===== src/rtl/mod3_serial_tx_if.sv =====
// mod3_serial_tx_if: parallel-word handshake in, serial frame with mod-3 residue out.
interface mod3_serial_tx_if #(parameter int WIDTH = 8);
    logic [WIDTH-1:0] din;
    logic             din_valid;
    logic             din_ready;
    logic             sout;
    logic             sout_valid;
    logic             frame_start;
    logic             frame_last;
    logic [1:0]       residue;
    modport master (
        output din, din_valid,
        input  din_ready, sout, sout_valid, frame_start, frame_last, residue
    );
    modport slave (
        input  din, din_valid,
        output din_ready, sout, sout_valid, frame_start, frame_last, residue
    );
endinterface


===== src/rtl/mod3_serial_tx.sv =====
// mod3_serial_tx: shifts a word out MSB-first, then its 2-bit residue (word mod 3).
module mod3_serial_tx #(parameter int WIDTH = 8) (
    input logic clk,
    input logic rst,
    mod3_serial_tx_if.slave bus
);
    localparam int CW = $clog2(WIDTH);
    localparam logic [CW-1:0] LAST = CW'(WIDTH - 1);
    typedef enum logic [1:0] {IDLE, DATA, RES} state_t;
    state_t state, state_n;
    logic [WIDTH-1:0] shift;
    logic [CW-1:0] cnt;
    logic [1:0] r, r_nx;
    logic [2:0] v;
    logic ridx, accept;
    // 2r+b is at most 5, so a single conditional subtract keeps r in 0..2
    assign v = {r, shift[WIDTH-1]};
    assign r_nx = (v >= 3'd3) ? 2'(v - 3'd3) : v[1:0];
    assign accept = bus.din_valid && bus.din_ready;
    always_ff @(posedge clk or posedge rst) begin
        if (rst) state <= IDLE;
        else state <= state_n;
    end
    always_comb begin
        state_n = state;
        bus.sout = 1'b0;
        bus.sout_valid = 1'b0;
        bus.frame_start = 1'b0;
        bus.frame_last = 1'b0;
        bus.din_ready = !rst && (state == IDLE || (state == RES && ridx));
        case (state)
            IDLE: state_n = accept ? DATA : IDLE;
            DATA: begin
                bus.sout = shift[WIDTH-1];
                bus.sout_valid = 1'b1;
                bus.frame_start = (cnt == '0);
                state_n = (cnt == LAST) ? RES : DATA;
            end
            RES: begin
                bus.sout = ridx ? r[0] : r[1];
                bus.sout_valid = 1'b1;
                bus.frame_last = ridx;
                state_n = ridx ? (bus.din_valid ? DATA : IDLE) : RES;
            end
            default: state_n = IDLE;
        endcase
    end
    always_ff @(posedge clk or posedge rst) begin
        if (rst) begin
            shift <= '0;
            cnt <= '0;
            r <= '0;
            ridx <= 1'b0;
            bus.residue <= '0;
        end else begin
            if (accept) begin
                shift <= bus.din;
                cnt <= '0;
                r <= '0;
            end else if (state == DATA) begin
                shift <= shift << 1;
                cnt <= cnt + 1'b1;
                r <= r_nx;
            end
            ridx <= (state == RES) ? ~ridx : 1'b0;
            if (state == RES && ridx) bus.residue <= r;
        end
    end
endmodule


===== src/flat_wrapper.sv =====
// flat-port wrapper written by rule: the top's interface ports become plain ports
module mod3_serial_tx_flat 
#(parameter int WIDTH = 8)
  (clk, rst, bus_din, bus_din_valid, bus_din_ready, bus_sout, bus_sout_valid, bus_frame_start, bus_frame_last, bus_residue);
  mod3_serial_tx_if #(.WIDTH(WIDTH)) bus_i ();
  input logic clk;
  input logic rst;
  input wire logic [$bits(bus_i.din)-1:0] bus_din;
  input wire logic [$bits(bus_i.din_valid)-1:0] bus_din_valid;
  output wire logic [$bits(bus_i.din_ready)-1:0] bus_din_ready;
  output wire logic [$bits(bus_i.sout)-1:0] bus_sout;
  output wire logic [$bits(bus_i.sout_valid)-1:0] bus_sout_valid;
  output wire logic [$bits(bus_i.frame_start)-1:0] bus_frame_start;
  output wire logic [$bits(bus_i.frame_last)-1:0] bus_frame_last;
  output wire logic [$bits(bus_i.residue)-1:0] bus_residue;
  assign bus_i.din = bus_din;
  assign bus_i.din_valid = bus_din_valid;
  assign bus_din_ready = bus_i.din_ready;
  assign bus_sout = bus_i.sout;
  assign bus_sout_valid = bus_i.sout_valid;
  assign bus_frame_start = bus_i.frame_start;
  assign bus_frame_last = bus_i.frame_last;
  assign bus_residue = bus_i.residue;
  mod3_serial_tx #(.WIDTH(WIDTH)) u_core (.clk(clk), .rst(rst), .bus(bus_i));
endmodule

===== config.mk =====
export PLATFORM = sky130hd
export DESIGN_NAME = mod3_serial_tx_flat
export DESIGN_NICKNAME = d
export VERILOG_FILES = /design/src/rtl/mod3_serial_tx_if.sv /design/src/rtl/mod3_serial_tx.sv /design/src/flat_wrapper.sv
export SDC_FILE = /design/constraint.sdc
export NUM_CORES = 1
export LEC_CHECK = 0
export BUFFER_PORTS_ARGS = -buffer_cell sky130_fd_sc_hd__buf_2
export CORE_MARGIN = 2
export CORE_UTILIZATION = 53
export DETAILED_ROUTE_END_ITERATION = 10
export PLACE_DENSITY_LB_ADDON = 0.15
export SLEW_MARGIN = 20
export SYNTH_ARGS = -nofsm -noshare
export SYNTH_HDL_FRONTEND = slang
export SYNTH_SLANG_ARGS = --single-unit

===== constraint.sdc =====
create_clock -name clk -period 2.37 [get_ports clk]
set_clock_uncertainty 0.2 [all_clocks]
set_input_delay 0.3555 -clock clk [delete_from_list [all_inputs] [get_ports clk]]
set_output_delay 0.3555 -clock clk [all_outputs]
set_load 0.03 [all_outputs]

==> run summary, run 1 <==
Clock Sinks - 18
CTS H-tree lvls - 1
Critical Path Sink Type - output port
Core ar. - 1760 sq um
DR iter-0 viols - 11
# nets final - 127
WP data arrival - 1.70 ns
Tot GR Track Use - 0.167
Outcome - finished clean
Ys flop type - dfrtp_1
Post-Syn Instances - 85
Die H - 47.6 microns
Routed Antenna Nets - 0
Vias - 677
Synth Area per Inst - 11.8 sq um
Post-CTS setup buffers - 0
Final WL - 1.59 mm
Finished Cell Area - 1150 sq um
Worst path cell trace - inv_1 > ha_1 > buf_4 > nand2_1 > nor2_1 > buf_2
Max FO, Critical Path - 8
Initial antenna violation count - 0
Power per cell area - 1240 nW/um^2
Synth Area in Adders - 0.0994
Die ar. - 2270 sq um
Worst min path class - input pin to asynchronous set/reset pin
Compound-Gate Fraction of Synth Area - 0.0571
Post-Synth Simple-Gate Area - 0.120
Final hold slack - 0.0148 ns
Area Overhead vs Synth - 14.4%
Final setup TNS - 0 ns
DR pass1 iterations - 4
Placed insts - 128
Io pins - 18
Fillers - 155
MaxCap Viol Count - 0
Via density - 5.17
Wire per inst - 12.1 microns
Maximum vdd drop - 636 uV
Largest stage delay, worst path - 0.41 ns
Synthesized cell area - 1010 sq um
Slew Viols, Final - 0
Worst-margin pin slew - 0.676 ns
Post-DP HPWL - 1.21 mm
Share of cells above drive strength 1 - 0.321
Setup-failing EPs final - 0
Worst endpoint required time - 1.81 ns
Post-synth ARST share - 1.00
Min cycle time layout - 2.25 ns
Placer Congestion - 0.750
Yosys warning total - 0
Initial Util - 0.571
Reg2reg start - u_core.state[0]$_DFF_PP0_
Port Buffer Count - 17
Unrepaired setup endpoints after global routing - false
Relative slew margins - 0.549
Post-CTS Resized - 0
DRC - 0
Register area share after synthesis - 0.447
Later-pin clock latency in the skew report - 0.28 ns
Hold buffer count at CTS - 0
Fin. Hold Viols - 0
TritonCTS buffer count - 3
Crit path from - u_core.state[1]$_DFF_PP0_
Cell Area, Placed - 1130 sq um
Diode count - 0
Number of global-route vias before repair - 631
Post-Synth XOR/XNOR Area - 0.00870
Crit path kind - flop to output port
Tot Pwr - 1.43 mW
Clk slew on worst S/H paths - 0.09 ns
FF+latch count, synth - 18
Clock Tree Buf Depth - 2
Mux cell area share after synthesis - 0.221
GRT overflow - 0
Critical-path top delay cell - dfrtp_1
Post-synth EDFFs - 0
P_leak - 0.605 nW
First-pass GRT wire length - 2.58 mm
Critical Path Source Type - flop
Yosys cell types - 25
Clock Root Buffer - clkbuf_4
Crit path buffers/inverters - 3
TritonCTS clock tree - built
Final non-filler cell total - 131
Main combinational cell family by area after synthesis - multiplexers
Pin count of the biggest net entering global routing - 19
Fin crit share - 0.950
Fmax - 444 MHz
Syn nets - 104
Overall die width - 47.6 microns
Row Count - 15
CP top delay family - buffers and inverters
[cells by family (layout without fill, tap and decap cells)]
group,Yosys count,in the layout
and+or+nand+nor,21,21
muxes,20,20
AOI/OAI and AO/OA,8,8
xor gates and xnor gates,1,1
DFF,18,18
buffers and inverters,9,30
adders and majority gates,8,8
[power breakdown]
| group | switching [mW] | internal (mW) | total [mW] |
|---|---|---|---|
| clock | 0.0814 | 0.0588 | 0.140 |
| sequential | 0.0989 | 0.434 | 0.533 |
| combinational | 0.389 | 0.368 | 0.756 |
[metal layers]
layer  vias up  track usage  wire length [microns]
met5         -            0                      0
met4         0       0.0811                     14
met3         2       0.0226                     70
met2        17        0.305                    790
met1       326        0.190                    713
li1        332            -                      -
[area by class of cell]
cell class / count / area [sq um] / area share
tap: 25 / 31.3 / 0.0271
clock buffer: 3 / 22.5 / 0.0195
inverter: 6 / 22.5 / 0.0195
multi-input combinational: 58 / 510 / 0.443
timing repair buffer: 21 / 115 / 0.0999
sequential: 18 / 450 / 0.391
[Yosys cell counts (all sizes together), types with 2 or more instances]
cell type | count | area share
nand2 | 2 | 0.0075
inv | 6 | 0.022
mux2 | 18 | 0.20
nor2b | 4 | 0.025
mux2i | 2 | 0.020
buf | 3 | 0.024
dfrtp | 18 | 0.45
a21oi | 3 | 0.019
ha | 8 | 0.099
nor2 | 10 | 0.037
[cell usage in the layout (no fill, tap or decap)]
master    Yosys  final
o221ai_1      1      1
a21oi_2       1      1
a21oi_1       2      2
o21ai_0       1      1
nor3_2        1      1
mux2_2        7      7
nor2b_1       4      4
nor3b_4       1      1
nand2_1       2      2
and2_1        1      1
nand2b_1      1      1
xnor2_1       1      1
mux2i_1       2      2
or4b_1        1      1
nor2_1       10     10
mux2_1       11     11
inv_1         6      6
buf_2         1     17
ha_1          8      8
clkbuf_4      0      3
buf_4         1      4
a211oi_1      1      1
dfrtp_1      18     18
o211a_1       1      1
a22oi_1       1      1
[state kept, by name, indices dropped and copies added (netlist names)]
name and count:
u_core.state 2, u_core.bus.residue 2, u_core.shift 8, u_core.r 2
u_core.ridx 1, u_core.cnt 3
[worst paths after layout]
| kind | to | slack (ns) | cells after the start |
|---|---|---|---|
| setup / recovery | bus_frame_start | 0.12 | 6 |
| hold / removal | u_core.ridx$_DFF_PP0_ | 0.01 | 2 |
| setup reg to reg | u_core.shift[5]$_DFFE_PP0P_ | 0.38 | 5 |
| hold reg to reg | u_core.bus.residue[1]$_DFFE_PP0P_ | 0.31 | 1 |
| max in group asynchronous | u_core.shift[6]$_DFFE_PP0P_ | 1.53 | 2 |
| min in group clk | u_core.shift[2]$_DFFE_PP0P_ | 0.09 | 2 |
[per-stage QoR]
step,setup slack (ns),utilization
floorplan,0.328,-
global placement,0.434,0.640
detailed placement,0.387,0.640
CTS,0.101,0.653
global route,0.0125,0.653
finish,0.119,0.653
(Power assumes the default switching activity.)
==> run 2, diff against run 1 <==
Settings changed: PLACE_DENSITY set to 0.77, PLACE_DENSITY_LB_ADDON 0.15 to unset.
==> run 2 against run 1 <==
Sequential power about the same. Die area unchanged. Wire length up 6.1%. Register-to-register slack about the same. Cell count unchanged. Hold slack worse by 0.015 ns. Final area up 0.54%. First-iteration DRC count down 55%. Utilization up 0.35 points. Sequential cell count unchanged. Maximum frequency up 3.5%. Sequential share of layout area down 0.21 points.
==> run summary, run 2 (synthesis gave the netlist of run 1 again) <==
Outcome - finished clean
Worst Setup EP - bus_sout
Routed Antenna Nets - 0
Vias - 671
Fin. Hold Viols - 0
Crit path kind - flop to output port
Worst endpoint required time - 1.81 ns
DR pass1 iterations - 3
GRT overflow - 0
Relative slew margins - 0.547
Final WL - 1.69 mm
Power per cell area - 1260 nW/um^2
Fin crit share - 0.918
Fmax - 460 MHz
Hold buffer count at CTS - 0
FF-to-FF End - u_core.shift[5]$_DFFE_PP0P_
Pin count of the biggest net entering global routing - 20
Finished Cell Area - 1160 sq um
Core ar. - 1760 sq um
Min cycle time layout - 2.18 ns
Worst min path class - input pin to asynchronous set/reset pin
Row Count - 15
Post-CTS Resized - 0
Diode count - 0
Die H - 47.6 microns
Later-pin clock latency in the skew report - 0.29 ns
DRC - 0
Worst-margin pin slew - 0.678 ns
Share of cells above drive strength 1 - 0.321
Slew Viols, Final - 0
MaxCap Viol Count - 0
Initial Util - 0.571
Reg2reg start - u_core.state[0]$_DFF_PP0_
Post-CTS setup buffers - 0
Critical Path Sink Type - output port
Maximum vdd drop - 786 uV
Top Registers - u_core.shift (8), u_core.cnt (3)
Area Overhead vs Synth - 15.0%
# nets final - 126
Reg2Reg Depth - 5
Tot GR Track Use - 0.184
First-pass GRT wire length - 2.81 mm
Number of global-route vias before repair - 656
Tot Pwr - 1.46 mW
Clock Sinks - 18
Die ar. - 2270 sq um
CTS H-tree lvls - 1
Max FO, Critical Path - 19
WP data arrival - 1.62 ns
Port Buffer Count - 17
P_leak - 0.607 nW
Crit path from - u_core.state[1]$_DFF_PP0_
Clock Root Buffer - clkbuf_4
Final setup TNS - 0 ns
Clk slew on worst S/H paths - 0.10 ns
Critical Path Source Type - flop
Io pins - 18
Unrepaired setup endpoints after global routing - false
Setup-failing EPs final - 0
Cell Area, Placed - 1120 sq um
Most common cell after layout, fill and taps aside - dfrtp_1
Max reg flops - 8
TritonCTS clock tree - built
Overall die width - 47.6 microns
DR iter-0 viols - 5
Post-DP HPWL - 1.30 mm
Largest Register - u_core.shift
Clock Tree Buf Depth - 2
Placer Congestion - 0.872
Via density - 5.12
TritonCTS buffer count - 3
Most frequent cells in the layout - dfrtp_1 (18), buf_2 (17), mux2_1 (11)
Initial antenna violation count - 0
Reg2reg setup slack - 0.39 ns
Wire per inst - 12.9 microns
-- run 2: cell count changes in the layout (fill, tap and decap cells not counted), sizes merged --
cell,change
buf,-1
clkbuf,+1
-- run 2: power breakdown --
group	total [mW]	internal [mW]	switching, mW	leakage, nW
clock	0.187	0.0937	0.0931	0.0210
sequential	0.533	0.434	0.0987	0.229
combinational	0.738	0.352	0.386	0.357
total	1.46	0.880	0.577	0.607
-- run 2: worst min-delay path by stage --
stage / start / to / slack [ns] / depth (start not counted)
after global placement: u_core.bus.residue[1]$_DFFE_PP0P_ / u_core.bus.residue[1]$_DFFE_PP0P_ / 0.29 / 1
after floorplan: rst / u_core.bus.residue[0]$_DFFE_PP0P_ / 0.09 / 1
final: rst / u_core.bus.residue[1]$_DFFE_PP0P_ / 0.0003 / 2
after detailed placement: u_core.bus.residue[0]$_DFFE_PP0P_ / u_core.bus.residue[0]$_DFFE_PP0P_ / 0.29 / 1
after global routing: rst / u_core.r[0]$_DFFE_PP0P_ / 0.05 / 2
after CTS: rst / u_core.r[1]$_DFFE_PP0P_ / 0.009 / 2
-- run 2: layer usage --
metal	GRT usage	vias up	share of wire
li1	-	333	-
met5	0	-	0
met1	0.226	319	0.44
met2	0.308	14	0.50
met3	0.0302	5	0.039
met4	0.0973	0	0.021
-- run 2: stage by stage --
stage / utilization / hold slack (ns) / std cells / setup WS, ns
global placement: 0.636 / 0.288 / 127 / 0.462
detailed placement: 0.636 / 0.291 / 127 / 0.376
CTS: 0.657 / 0.00906 / 131 / 0.166
global route: 0.657 / 0.0546 / 131 / 0.0607
finish: 0.657 / 0.000288 / 131 / 0.195
floorplan: - / 0.0941 / 85 / 0.328
-- run 2: area by class of cell --
type	count	area, sq um
fill	152	606
multi-input combinational	58	510
sequential	18	450
timing repair buffer	20	108
clock buffer	4	36.3
tap	25	31.3
inverter	6	22.5
-- run 2: critical path, cell delays in order (launching register included) --
cell     delay [ns]
dfrtp_1        0.41
inv_1          0.09
ha_1           0.14
buf_4          0.24
a22oi_1        0.12
nor2b_1        0.12
buf_2          0.20
==> run 3, diff against run 2 <==
Settings changed: CORE_UTILIZATION 53 to 45, MAX_ROUTING_LAYER set to met4, PLACE_DENSITY 0.77 to 0.68.
==> run 3 against run 2 <==
The flow now finishes with violations (hold timing). Die area is 16% higher. Hold slack worse by 0.0016 ns. Cell count grew 1.5%. Wire length up 1.8%. Global-route usage decreased by 2.6 points. Sequential cell count did not move.
==> run summary, run 3 (synthesis gave the netlist of run 1 again) <==
Max reg flops - 8
Initial Util - 0.464
Via density - 4.79
P_int - 0.873 mW
Largest Register - u_core.shift
Clock Tree Buf Depth - 2
Clk slew on worst S/H paths - 0.11 ns
Reg2reg setup slack - 0.48 ns
Fin. Hold Viols - 8
Failing checks - hold timing
Reg2Reg Depth - 6
# nets final - 125
Clock Sinks - 18
Core ar. - 2170 sq um
Final setup TNS - 0 ns
Later-pin clock latency in the skew report - 0.29 ns
Initial antenna violation count - 0
Maximum vdd drop - 549 uV
Relative slew margins - 0.540
Most common cell after layout, fill and taps aside - dfrtp_1
Fillers - 209
Routed Antenna Nets - 0
Power per cell area - 1250 nW/um^2
Reg2reg start - u_core.state[0]$_DFF_PP0_
First-pass GRT wire length - 2.92 mm
DR iter-0 viols - 3
Worst min path class - input pin to asynchronous set/reset pin
Slew Viols, Final - 0
MaxCap Viol Count - 0
Most frequent cells in the layout - dfrtp_1 (18), buf_2 (17), mux2_1 (11)
Share of cells above drive strength 1 - 0.314
Final non-filler cell total - 133
Overall die width - 51.3 microns
GRT overflow - 0
FF-to-FF End - u_core.shift[4]$_DFFE_PP0P_
P_leak - 0.602 nW
Diode count - 0
Flop pwr share - 0.370
Crit path from - u_core.state[1]$_DFF_PP0_
Worst endpoint required time - 1.81 ns
Worst Setup EP - bus_sout
Die H - 51.3 microns
Hold buffer count at CTS - 0
DRC - 0
Setup ws final - 0.229 ns
Pin count of the biggest net entering global routing - 20
Placer Congestion - 0.721
Placed insts - 129
Util after Layout - 0.532
Io pins - 18
Sw Ratio - 0.396
TritonCTS buffer count - 3
Area of the multi-input gates - 510 sq um
Outcome - complete, but fails checks
Max FO, Critical Path - 19
Fmax - 467 MHz
Tot GR Track Use - 0.158
Unrepaired setup endpoints after global routing - false
Number of global-route vias before repair - 660
Critical Path Sink Type - output port
Clock Root Buffer - clkbuf_4
Post-CTS Resized - 0
Final WL - 1.72 mm
Die ar. - 2630 sq um
Placement Setup Slack - 0.480 ns
Setup-failing EPs final - 0
Worst-margin pin slew - 0.689 ns
Vias - 637
Crit path kind - flop to output port
WP data arrival - 1.59 ns
Critical Path Source Type - flop
Final hold slack - -0.00134 ns
Net load switching power - 0.572 mW
Clock power share - 0.132
Min cycle time layout - 2.14 ns
Row Count - 17
Wire per inst - 12.9 microns
Post-CTS setup buffers - 0
Fin crit share - 0.903
CTS H-tree lvls - 1
Comb pwr share - 0.498
TritonCTS clock tree - built
DR pass1 iterations - 3
Post-DP HPWL - 1.24 mm
FF/Latch Area - 450 sq um
Area Overhead vs Synth - 14.7%
Port Buffer Count - 17
Top Registers - u_core.shift (8), u_core.cnt (3)
run 3: changes by cell type in the layout (fill, tap and decap cells not counted), sizes merged:
cell,previous run,this run
buf,20,19
run 3: power by group through the flow:
stage | Sequential [mW] | Clock (mW) | Combinational, mW
after global routing | 0.554 | 0.208 | 0.802
final | 0.535 | 0.191 | 0.720
after floorplan | 0.520 | 0 | 0.606
after detailed placement | 0.544 | 0 | 0.728
after CTS | 0.537 | 0.199 | 0.733
after global placement | 0.533 | 0 | 0.703
run 3: worst min-delay path by stage:
stage | to | slack (ns) | depth (start not counted)
global route | u_core.shift[1]$_DFFE_PP0P_ | 0.07 | 2
CTS | u_core.r[1]$_DFFE_PP0P_ | 0.03 | 2
floorplan | u_core.bus.residue[0]$_DFFE_PP0P_ | 0.09 | 1
detailed placement | u_core.bus.residue[1]$_DFFE_PP0P_ | 0.29 | 1
finish | u_core.r[1]$_DFFE_PP0P_ | -0.001 | 2
global placement | u_core.bus.residue[1]$_DFFE_PP0P_ | 0.29 | 1
run 3: final cells by class:
cell class              count  share of cell area
flip-flops and latches     18               0.390
inverters                   6              0.0195
repair buffers             19              0.0867
multi-input cells          58               0.442
clock buffers               4              0.0314
well taps                  28              0.0303
run 3: metrics by stage:
stage                     area, sq um  power, mW  hold WS (ns)
final                            1150       1.45      -0.00134
after global routing             1150       1.56        0.0654
after CTS                        1150       1.47        0.0270
after detailed placement         1120       1.27         0.291
after global placement           1120       1.24         0.287
after floorplan                  1010       1.13        0.0941
run 3: routing by layer:
metal | GRT usage | part of all wire | vias up
met5 | - | 0 | -
li1 | - | - | 327
met3 | 0.0175 | 0.031 | 2
met2 | 0.245 | 0.47 | 11
met4 | 0.0789 | 0.0093 | 0
met1 | 0.206 | 0.49 | 297
run 3: worst max-delay path, cell delays in order (launching register included):
cell and delay [ns]:
dfrtp_1 0.41, inv_1 0.09, ha_1 0.14, buf_4 0.24, a22oi_1 0.12, nor2b_1 0.10
buf_2 0.20
